### src/rtl/hex_display_scheduler.sv
// -----------------------------------------------------------------------------
// hex_display_scheduler
//
// Time-shares one 8-digit hex display between NUM_SRC 32-bit sources. One
// source is shown at a time; every switch blanks the display (through the
// driver's reset input) for BLANK_CYCLES clocks. Rotation is driven by a dwell
// timer (auto_en) and/or by rising edges on next_req. Invalid sources are
// skipped.
//
// Ports:
//   clk            rising-edge system clock
//   reset          synchronous, active-high; dominates every state
//   src_data       packed sources, source i at [32*i+31:32*i]
//   src_valid      per-source eligibility
//   auto_en        enable dwell-timer rotation
//   hold           freeze the dwell timer (manual advance still works)
//   next_req       debounced level; rising edge requests an advance
//   number         value for the display driver
//   disp_blank     1 = display blanked (driver held in reset)
//   src_sel        index of the source currently shown
//   update_strobe  one-cycle pulse when a new source is latched
// -----------------------------------------------------------------------------
module hex_display_scheduler #(
    parameter int  NUM_SRC      = 4,
    parameter int  DWELL_CYCLES = 50000000,
    parameter int  BLANK_CYCLES = 2500000,
    parameter int  CNT_W        = 26,
    localparam int SEL_W        = (NUM_SRC > 1) ? $clog2(NUM_SRC) : 1
) (
    input  logic                 clk,
    input  logic                 reset,
    input  logic [32*NUM_SRC-1:0] src_data,
    input  logic [NUM_SRC-1:0]   src_valid,
    input  logic                 auto_en,
    input  logic                 hold,
    input  logic                 next_req,
    output logic [31:0]          number,
    output logic                 disp_blank,
    output logic [SEL_W-1:0]     src_sel,
    output logic                 update_strobe
);

    typedef enum logic [1:0] {
        IDLE  = 2'd0,
        BLANK = 2'd1,
        SHOW  = 2'd2
    } state_t;

    localparam logic [CNT_W-1:0] BLANK_LOAD = CNT_W'(BLANK_CYCLES - 1);
    localparam logic [CNT_W-1:0] DWELL_LAST = CNT_W'(DWELL_CYCLES - 1);
    localparam logic [SEL_W-1:0] SEL_LAST   = SEL_W'(NUM_SRC - 1);

    state_t             state, state_nx;
    logic [SEL_W-1:0]   target, target_nx, src_sel_nx;
    logic [31:0]        number_q, number_nx;
    logic [CNT_W-1:0]   blank_cnt, blank_cnt_nx;
    logic [CNT_W-1:0]   dwell_cnt, dwell_cnt_nx;
    logic               next_prev;
    logic               advance_req, dwell_exp, trigger, any_valid;
    logic [SEL_W-1:0]   sel_plus1, fwd_idx, incl_idx;

    logic [31:0] src_word [NUM_SRC];
    for (genvar i = 0; i < NUM_SRC; i++) begin : g_unpack
        assign src_word[i] = src_data[32*i +: 32];
    end

    // First valid index at or after 'start', wrapping. Scanning downward and
    // overwriting leaves the nearest hit; 'start' itself is the last resort.
    function automatic logic [SEL_W-1:0] first_valid(input logic [SEL_W-1:0]   start,
                                                      input logic [NUM_SRC-1:0] valid);
        logic [SEL_W-1:0] pick;
        logic [SEL_W:0]   idx;
        pick = start;
        for (int k = NUM_SRC - 1; k >= 0; k--) begin
            idx = {1'b0, start} + (SEL_W+1)'(k);
            if (idx >= (SEL_W+1)'(NUM_SRC)) idx = idx - (SEL_W+1)'(NUM_SRC);
            if (valid[idx[SEL_W-1:0]]) pick = idx[SEL_W-1:0];
        end
        return pick;
    endfunction

    assign any_valid   = |src_valid;
    assign sel_plus1   = (src_sel == SEL_LAST) ? '0 : src_sel + SEL_W'(1);
    assign fwd_idx     = first_valid(sel_plus1, src_valid);
    assign incl_idx    = first_valid(src_sel, src_valid);
    assign advance_req = next_req & ~next_prev;
    assign dwell_exp   = auto_en & ~hold & (dwell_cnt == DWELL_LAST);
    assign trigger     = advance_req | dwell_exp | ~src_valid[src_sel];

    always_ff @(posedge clk) begin
        // NOTE: state registers use non-blocking assignments so every flop
        // samples the pre-edge values, independent of statement order.
        if (reset) begin
            state     <= IDLE;
            src_sel   <= '0;
            target    <= '0;
            number_q  <= '0;
            blank_cnt <= '0;
            dwell_cnt <= '0;
            next_prev <= 1'b0;
        end else begin
            state     <= state_nx;
            src_sel   <= src_sel_nx;
            target    <= target_nx;
            number_q  <= number_nx;
            blank_cnt <= blank_cnt_nx;
            dwell_cnt <= dwell_cnt_nx;
            next_prev <= next_req;
        end
    end

    always_comb begin
        // NOTE: every output of this block gets a default first, so no path
        // through the case leaves a signal unassigned (no latches).
        state_nx      = state;
        target_nx     = target;
        src_sel_nx    = src_sel;
        number_nx     = number_q;
        blank_cnt_nx  = blank_cnt;
        dwell_cnt_nx  = dwell_cnt;
        number        = number_q;
        disp_blank    = 1'b1;
        update_strobe = 1'b0;

        case (state)
            IDLE: begin
                if (any_valid) begin
                    target_nx    = incl_idx;
                    blank_cnt_nx = BLANK_LOAD;
                    state_nx     = BLANK;
                end
            end

            BLANK: begin
                if (blank_cnt == '0) begin
                    // The new value is presented in the last blank cycle,
                    // together with the strobe, and registered for SHOW.
                    number        = src_word[target];
                    number_nx     = src_word[target];
                    src_sel_nx    = target;
                    update_strobe = 1'b1;
                    dwell_cnt_nx  = '0;
                    state_nx      = SHOW;
                end else begin
                    blank_cnt_nx = blank_cnt - CNT_W'(1);
                end
            end

            SHOW: begin
                disp_blank = 1'b0;
                number_nx  = src_word[src_sel];
                if (trigger) begin
                    dwell_cnt_nx = '0;
                    if (!any_valid) begin
                        state_nx = IDLE;
                    end else if (fwd_idx != src_sel) begin
                        target_nx    = fwd_idx;
                        blank_cnt_nx = BLANK_LOAD;
                        state_nx     = BLANK;
                    end
                end else if (!auto_en) begin
                    dwell_cnt_nx = '0;
                end else if (!hold) begin
                    dwell_cnt_nx = dwell_cnt + CNT_W'(1);
                end
            end

            default: state_nx = IDLE;
        endcase
    end

endmodule

### config.mk
export PLATFORM = sky130hd
export DESIGN_NAME = hex_display_scheduler
export DESIGN_NICKNAME = d
export VERILOG_FILES = /design/src/rtl/hex_display_scheduler.sv
export SDC_FILE = /design/constraint.sdc
export NUM_CORES = 1
export LEC_CHECK = 0
export CAP_MARGIN = 20
export CORE_ASPECT_RATIO = 1.25
export CORE_MARGIN = 1.5
export CORE_UTILIZATION = 48
export DETAILED_ROUTE_END_ITERATION = 8
export PLACE_DENSITY = 0.84
export REMOVE_ABC_BUFFERS = 1
export SKIP_LAST_GASP = 1
export SLEW_MARGIN = 20
export SYNTH_ARGS = -nofsm -noshare
export SYNTH_HDL_FRONTEND = slang
export SYNTH_SLANG_ARGS = --single-unit
### constraint.sdc
create_clock -name clk -period 7.1 [get_ports clk]
set_input_delay 2.13 -clock clk [delete_from_list [all_inputs] [get_ports clk]]
set_output_delay 2.13 -clock clk [all_outputs]
set_load 0.02 [all_outputs]
# After elaboration in Yosys (flattened, before gate mapping)

Index checks and enable logic that the tools add are counted.
Widths: inputs -> output; s select.

Bits in writable memories: 0
Bits in read-only memories: 0
Input port bits: 137
Memories kept: 0
Bits in registers: 91
Output and inout port bits: 36
Logic and storage cells: 146
Latch bits: 0

$add $sub $neg: 17
Equality and inequality tests: 13
Shift operators: 0
Bitwise logic cells: 10
Multiplexer cells: 69
Divide/modulo/power cells: 0
$lt $le $gt $ge: 19
Reductions and logical operators: 11
Multiply operators: 0

Operators with widths:

| operator              | number |
|---|---|
| $mux 26               | 9 |
| $mux 32               | 6 |
| $bmux 32 s2           | 2 |
| $pmux 26 s3           | 1 |
| $pmux 32 s2           | 1 |
| $mux 2                | 26 |
| $pmux 26 s2           | 1 |
| $lt 2x3->1 const B    | 9 |
| $add 26x1->26 const B | 1 |
| $eq 26x26->1 const B  | 1 |
| $logic_not 26->1      | 1 |
| $sub 26x1->26 const B | 1 |
| $ge 3x3->1 const B    | 8 |
| $bmux 1 s2            | 9 |
| $sub 2x1->2 const B   | 8 |
| $add 2x2->3 const B   | 4 |
| $mux 1                | 12 |
| $ne 2x2->1 const B    | 6 |
| $add 2x1->3 const B   | 2 |
| $ge 2x3->1 const B    | 2 |
| $not 2->3             | 2 |
| $pmux 2 s3            | 1 |
| $reduce_and 6->1      | 1 |
| $reduce_and 5->1      | 1 |
| other kinds (17)      | 24 |

# Logic depth before layout (Yosys ltp)

Word-level depth: 16
Depth in mapped cells: 11
Mapped depth without buffers: 8

# Least setup slack after synthesis

No wires, ideal clock.

Kind: input to output
From: in src_data[96]
To: out number[0]
Path buffers: 0
Stages on the path: 2
Path slack: 2.067 ns
Data required time: 4.970 ns
Arrival: 2.903 ns
Path through: mux4_2 mux2_2

Cells in the longest elaborated chain, start to end: 5

Ends and longest elaborated chain:

| item                                        | RTL line | RTL |
|---|---|---|
| from (decl)                                 | 32       | `input logic [32*NUM_SRC-1:0] src_data,` |
| $bmux 32 s2                                 | 138      | `number = src_word[target];` |
| $mux 32 (not written as such) (2 in series) | 138      |  |
| $mux 32                                     | 135      | `if (blank_cnt == '0) begin` |
| $mux 32                                     | 125      | `case (state)` |
| to (decl)                                   | 37       | `output logic [31:0] number,` |

No other way between the ends. The select of a mux whose other input is x is not followed.

# Final worst setup path

From: in src_data[115]
To: out number[19]

The elaborated chain is that of the path after synthesis.

==> flow_summary.ini <==
[run_status]
outcome = finished clean

[critical_path]
path_cells = clkdlybuf4s50_1 -> mux4_2 -> mux2_2 -> clkdlybuf4s50_1
start_kind = input pin
cell_with_the_biggest_individual_delay_on_the_critical_path = clkdlybuf4s50_1
cp.buffers_inverters = 2
nature_of_the_critical_path_endpoint = output pin
crit_arrival_ns = 3.99
cpMostUsedCell = clkdlybuf4s50_1
max_stage_delay_ns = 0.55
reg2reg_slack_ns = 3.58
timing.setup.critical_path_class = input pin to output pin
critical_path.top_delay_family = buffers and inverters
cp_data_required_time_ns = 4.97
path_max_fanout = 2

[timing]
setup_total_negative_slack_ns = 0
final_period_minus_worst_setup_slack_ns = 6.125
finalSetupViolations = 0
highest_attainable_clock_frequency_mhz = 163.3
worst_clock_skew_ns = 0.006838
transition_at_the_pin_with_the_smallest_max_transition_slack_ns = 1.131
slew_headroom_pct = 24.58
holdWs_ns = 0.4877
number_of_hold_slack_violations_in_the_final_timing_report = 0
period_share_pct = 86.27
rsz0062_at_grt = false
slew_viol_final = 0

[drt]
iteration_0_drc_count_of_the_detailed_router = 624
dr_total_vias = 7411
routed_wirelength_um = 22220
route.antenna.remaining_nets = 0
drt-wirelength-per-cell_um = 19.91
drc = 0
firstDrtPassIters = 5
vias_per_cell = 6.641

[grt]
gr-usage-met1_pct = 31.74
antenna_violations_before_repair = 1
grt_use_total_pct = 28.29
total_congestion_overflow = 0
grt_util_met2_pct = 50.39
global_route.peak_usage_layer = met2
vias_in_the_first_global_route = 7565
grt_pass1_wl_um = 36390
grt_start_max_net_pins = 71
grtUsageMet3_pct = 6.188

[layout]
net_count_final = 1072
final_cell_mix = clkdlybuf4s50_1, dfxtp_1, nor2_1, mux4_2, o21ai_0
post_route_cells_drive_above_1_share_pct = 15.33
growth_of_design_area_from_synthesis_to_finish_pct = 28.28
postLayoutCoreUtil_pct = 62.47
most_common_cell_after_layout_fill_and_taps_aside = clkdlybuf4s50_1
fillerInstances = 1252

[synthesis]
synthDistinctLibCells = 66
synth_ff_type = dfxtp_1
ys_seq_elements = 91
synth-edff-count = 0
post_synth_instance_area_um2 = 7251
post-synth-top-area-fraction_pct = 25.13
postSynthCellCount = 808
library_cell_with_the_largest_summed_area_after_synthesis = dfxtp_1
avgSynthCellArea_um2 = 8.974
ys.warnings.count = 0
postSynth.asyncResetShare_pct = 0
synth.area.top_cells = dfxtp_1, mux4_2, mux2_2, nor2_1, a211oi_1
yosysSeqAreaShare_pct = 25.13

[place]
gp_routability_congestion = 0.8477
io_buffer_count = 172
hpwlAfterDp_um = 15220

[power_and_ir_drop]
power_density_nw_per_um2 = 234.2
power_leakage_nw = 3.102
worst_ir_drop_vdd_mv = 0.1672

[die]
core_um2 = 14890
floorplan.io_pins = 173
initial_core_util_pct = 48.70
die_extent_in_x_um = 112.9
die_h_um = 140.4
die_area_um2 = 15860
rows = 50

[cts]
hold_buffers = 0
tritoncts = yes
cts_sinks = 91
cts.repair_timing.setup_buffer_count = 0
worst_skew_pair.late_latency_ns = 0.35
clk_root_buffer_cell = clkbuf_16
clk_transition_reported_paths_ns = 0.07
cts-buffers-inserted = 9
clock_tree.htree_level_count = 3
ctsLongestPathBuffers = 2
cts_resized = 0

[flow_run]
max-cap-violations = 0

[hold_path]
class_of_the_tightest_hold_or_removal_check = flip-flop to flip-flop
## per-stage QoR
| step | instance area (um^2) | total power, mW | setup WS, ns | cells |
|---|---|---|---|---|
| 2_1_floorplan | 6938 | 1.306 | 2.036 | 731 |
| 3_5_place_dp | 8997 | 1.669 | 0.9832 | 1099 |
| 5_1_grt | 9301 | 2.293 | 0.9464 | 1116 |
| 3_3_place_gp | 8997 | 1.641 | 0.9988 | 1099 |
| 4_1_cts | 9299 | 2.168 | 0.9807 | 1115 |
| 6_report | 9301 | 2.178 | 0.9751 | 1116 |
## registers in the layout (all words and copies together) (netlist names)
register   flops
state          2
blank_cnt     26
number_q      32
next_prev      1
src_sel        2
dwell_cnt     26
target         2
## cell usage after synthesis (all sizes together) (7+ instances only)
library cell,instances
nand3,35
ha,7
clkbuf,59
a21oi,13
nand4,20
a211oi,37
mux4,65
a31oi,12
mux2i,9
nor2,87
o31ai,8
xor2,20
o21ai,47
inv,16
or3,39
nor4,20
nand2,39
a311oi,8
dfxtp,91
mux2,34
nor3,25
and3,11
buf,18
## power breakdown
group | switching, mW | internal, mW
sequential | 0.0900 | 0.574
clock | 0.217 | 0.284
combinational | 0.558 | 0.455
## area by class of cell
class / count / area (um^2) / area share (%)
diodes: 1 / 2.502 / 0.02690
well taps: 182 / 227.7 / 2.448
multi-input cells: 624 / 5062 / 54.43
flip-flops and latches: 91 / 1826 / 19.63
inverters: 16 / 60.06 / 0.6457
clock inverters: 6 / 62.56 / 0.6726
repair buffers: 186 / 1822 / 19.59
clock buffers: 10 / 239.0 / 2.569
## worst min-delay path, stage by stage, from the launching register on
cell,delay [ns]
dfxtp_1,0.32
o41ai_1,0.07
a21oi_1,0.05
## metal layers
| metal | share of wire (%) | wire, um | vias up |
|---|---|---|---|
| met4 | 3.7 | 829 | 0 |
| li1 | - | - | 3394 |
| met5 | 0 | 0 | - |
| met2 | 51 | 11320 | 357 |
| met1 | 38 | 8383 | 3602 |
| met3 | 7.6 | 1679 | 58 |
## final timing paths
check	startpoint	endpoint	cells after the start
setup / recovery	src_data[115]	number[19]	4
setup reg to reg	src_sel[0]	blank_cnt[13]	8
hold / removal	blank_cnt[19]	blank_cnt[19]	2
hold reg to reg	blank_cnt[19]	blank_cnt[19]	2
## cells by family (layout without fill, tap and decap cells)
kind of cell / Yosys count / count (layout) / share of synthesized area, %
and+or+nand+nor: 317 / 317 / 22.83
AOI/OAI and AO/OA: 170 / 170 / 16.32
muxes: 108 / 108 / 26.71
buffers and inverters: 93 / 218 / 5.142
DFF: 91 / 91 / 25.13
xor gates and xnor gates: 22 / 22 / 2.658
adders and majority gates: 7 / 7 / 1.208
other: 0 / 1 / 0
(Power assumes the default switching activity.)
==> patch (same settings) <==
`BLANK_CYCLES`: 2500000 -> 1250000.
--- a/src/rtl/hex_display_scheduler.sv
+++ b/src/rtl/hex_display_scheduler.sv
@@ -23,7 +23,7 @@
 module hex_display_scheduler #(
     parameter int  NUM_SRC      = 4,
     parameter int  DWELL_CYCLES = 50000000,
-    parameter int  BLANK_CYCLES = 2500000,
+    parameter int  BLANK_CYCLES = 1250000,
     parameter int  CNT_W        = 26,
     localparam int SEL_W        = (NUM_SRC > 1) ? $clog2(NUM_SRC) : 1
 ) (
Formal check against the unedited RTL: no difference found for any inputs over 10 cycles, from zero or initial values and one cycle with reset high; that may be too few to reach the edited logic, so the function may still have changed.
==> patch against the unedited design <==
- count of clock-buffer cells in the layout down 1
- area after synthesis down 4.6%
- fmax up 3.1%
- final area down 3.5%
- worst setup slack better by 0.18 ns
- sequential cell count unchanged
- non-clock buffer count unchanged
- total power down 8.2%
- routed wire length down 4.1%
- critical path type unchanged
- critical endpoint is now number[5]
==> patch: results (changes against the unedited design) <==
timing:
  relSlewSlack_pct: 26.2  # +1.6 points
  max_freq_mhz: 168  # +3.1%
detailed_routing:
  drt_iter0_drc: 522  # -16%
  wl_per_cell_um: 18.9  # -5.1%
  wl_met3_mm: 1.79  # +6.7%
  wl_met2_mm: 10.9  # -3.7%
setup_path:
  crit_arrival_ns: 3.81  # -0.18 ns
  worstSetupStartpoint: "src_data[69]"
  rr_endpoint: "blank_cnt[7]"
  crit_end: "number[5]"
  reg2reg_setup_slack_ns: 3.02  # -0.56 ns
  critPathMaxStageDelay_ns: 0.57  # +0.02 ns
finish:
  num-multi-input-gates: 644  # +3.2%
  n_clock_buffer: 9  # -1
  nFillCells: 1152  # -8.0%
  finish.instance_area_mm2: 0.00898  # -3.5%
  multi_input_area_share_pct: 53.0  # -1.4 points
placed_design:
  pre_cts_ws_ns: 1.17  # +0.190 ns
  dpl.hpwl_mm: 14.3  # -6.2%
outcome:
  status: "finished clean"
yosys:
  syn_area_per_cell_um2: 8.43  # -6.0%
  ys_seq_area_share_pct: 26.3  # +1.2 points
grt:
  grt_max_degree: 68  # -4.2%
  use_met3_pct: 6.43  # +0.25 points
  grt_pass1_wl_mm: 33.6  # -7.7%
  met2_usage_pct: 49.8  # -0.59 points
  antenna_found_initial: 0  # -1
  grt_util_all_layers_pct: 28.1  # -0.24 points
  grt_use_met1_pct: 31.9  # +0.11 points
power_and_ir_drop:
  p_leak_nw: 3.04  # -1.8%
die:
  taps: 175  # -3.8%
## patch: how the worst min path moves through the flow
stage             startpoint            end  slack, ns
2_1_floorplan  blank_cnt[19]  blank_cnt[19]       0.43
3_3_place_gp   blank_cnt[19]  blank_cnt[19]       0.45
3_5_place_dp   blank_cnt[19]  blank_cnt[19]       0.46
4_1_cts        blank_cnt[19]  blank_cnt[19]       0.47
5_1_grt            target[1]      target[1]       0.49
6_report       blank_cnt[19]  blank_cnt[19]       0.47
## patch: worst max-delay path: cells and delay by family
kind	cells	cell delay, ns
buffers and inverters	2	1.03
AND/OR/NAND/NOR	2	0.14
multiplexers	1	0.50
## patch: kinds of logic after synthesis
kind of cell    synth area share [%]
buf+inv                         4.89
mux                             22.4
flops                           26.3
simple gates                    26.6
compound gates                  15.9
xor+xnor                        2.66
fa+ha+maj                       1.27
## patch: report_power, final
part	switching, mW	internal [mW]	total [mW]
Combinational	0.516	0.382	0.898
Clock	0.233	0.247	0.480
Sequential	0.0533	0.568	0.621
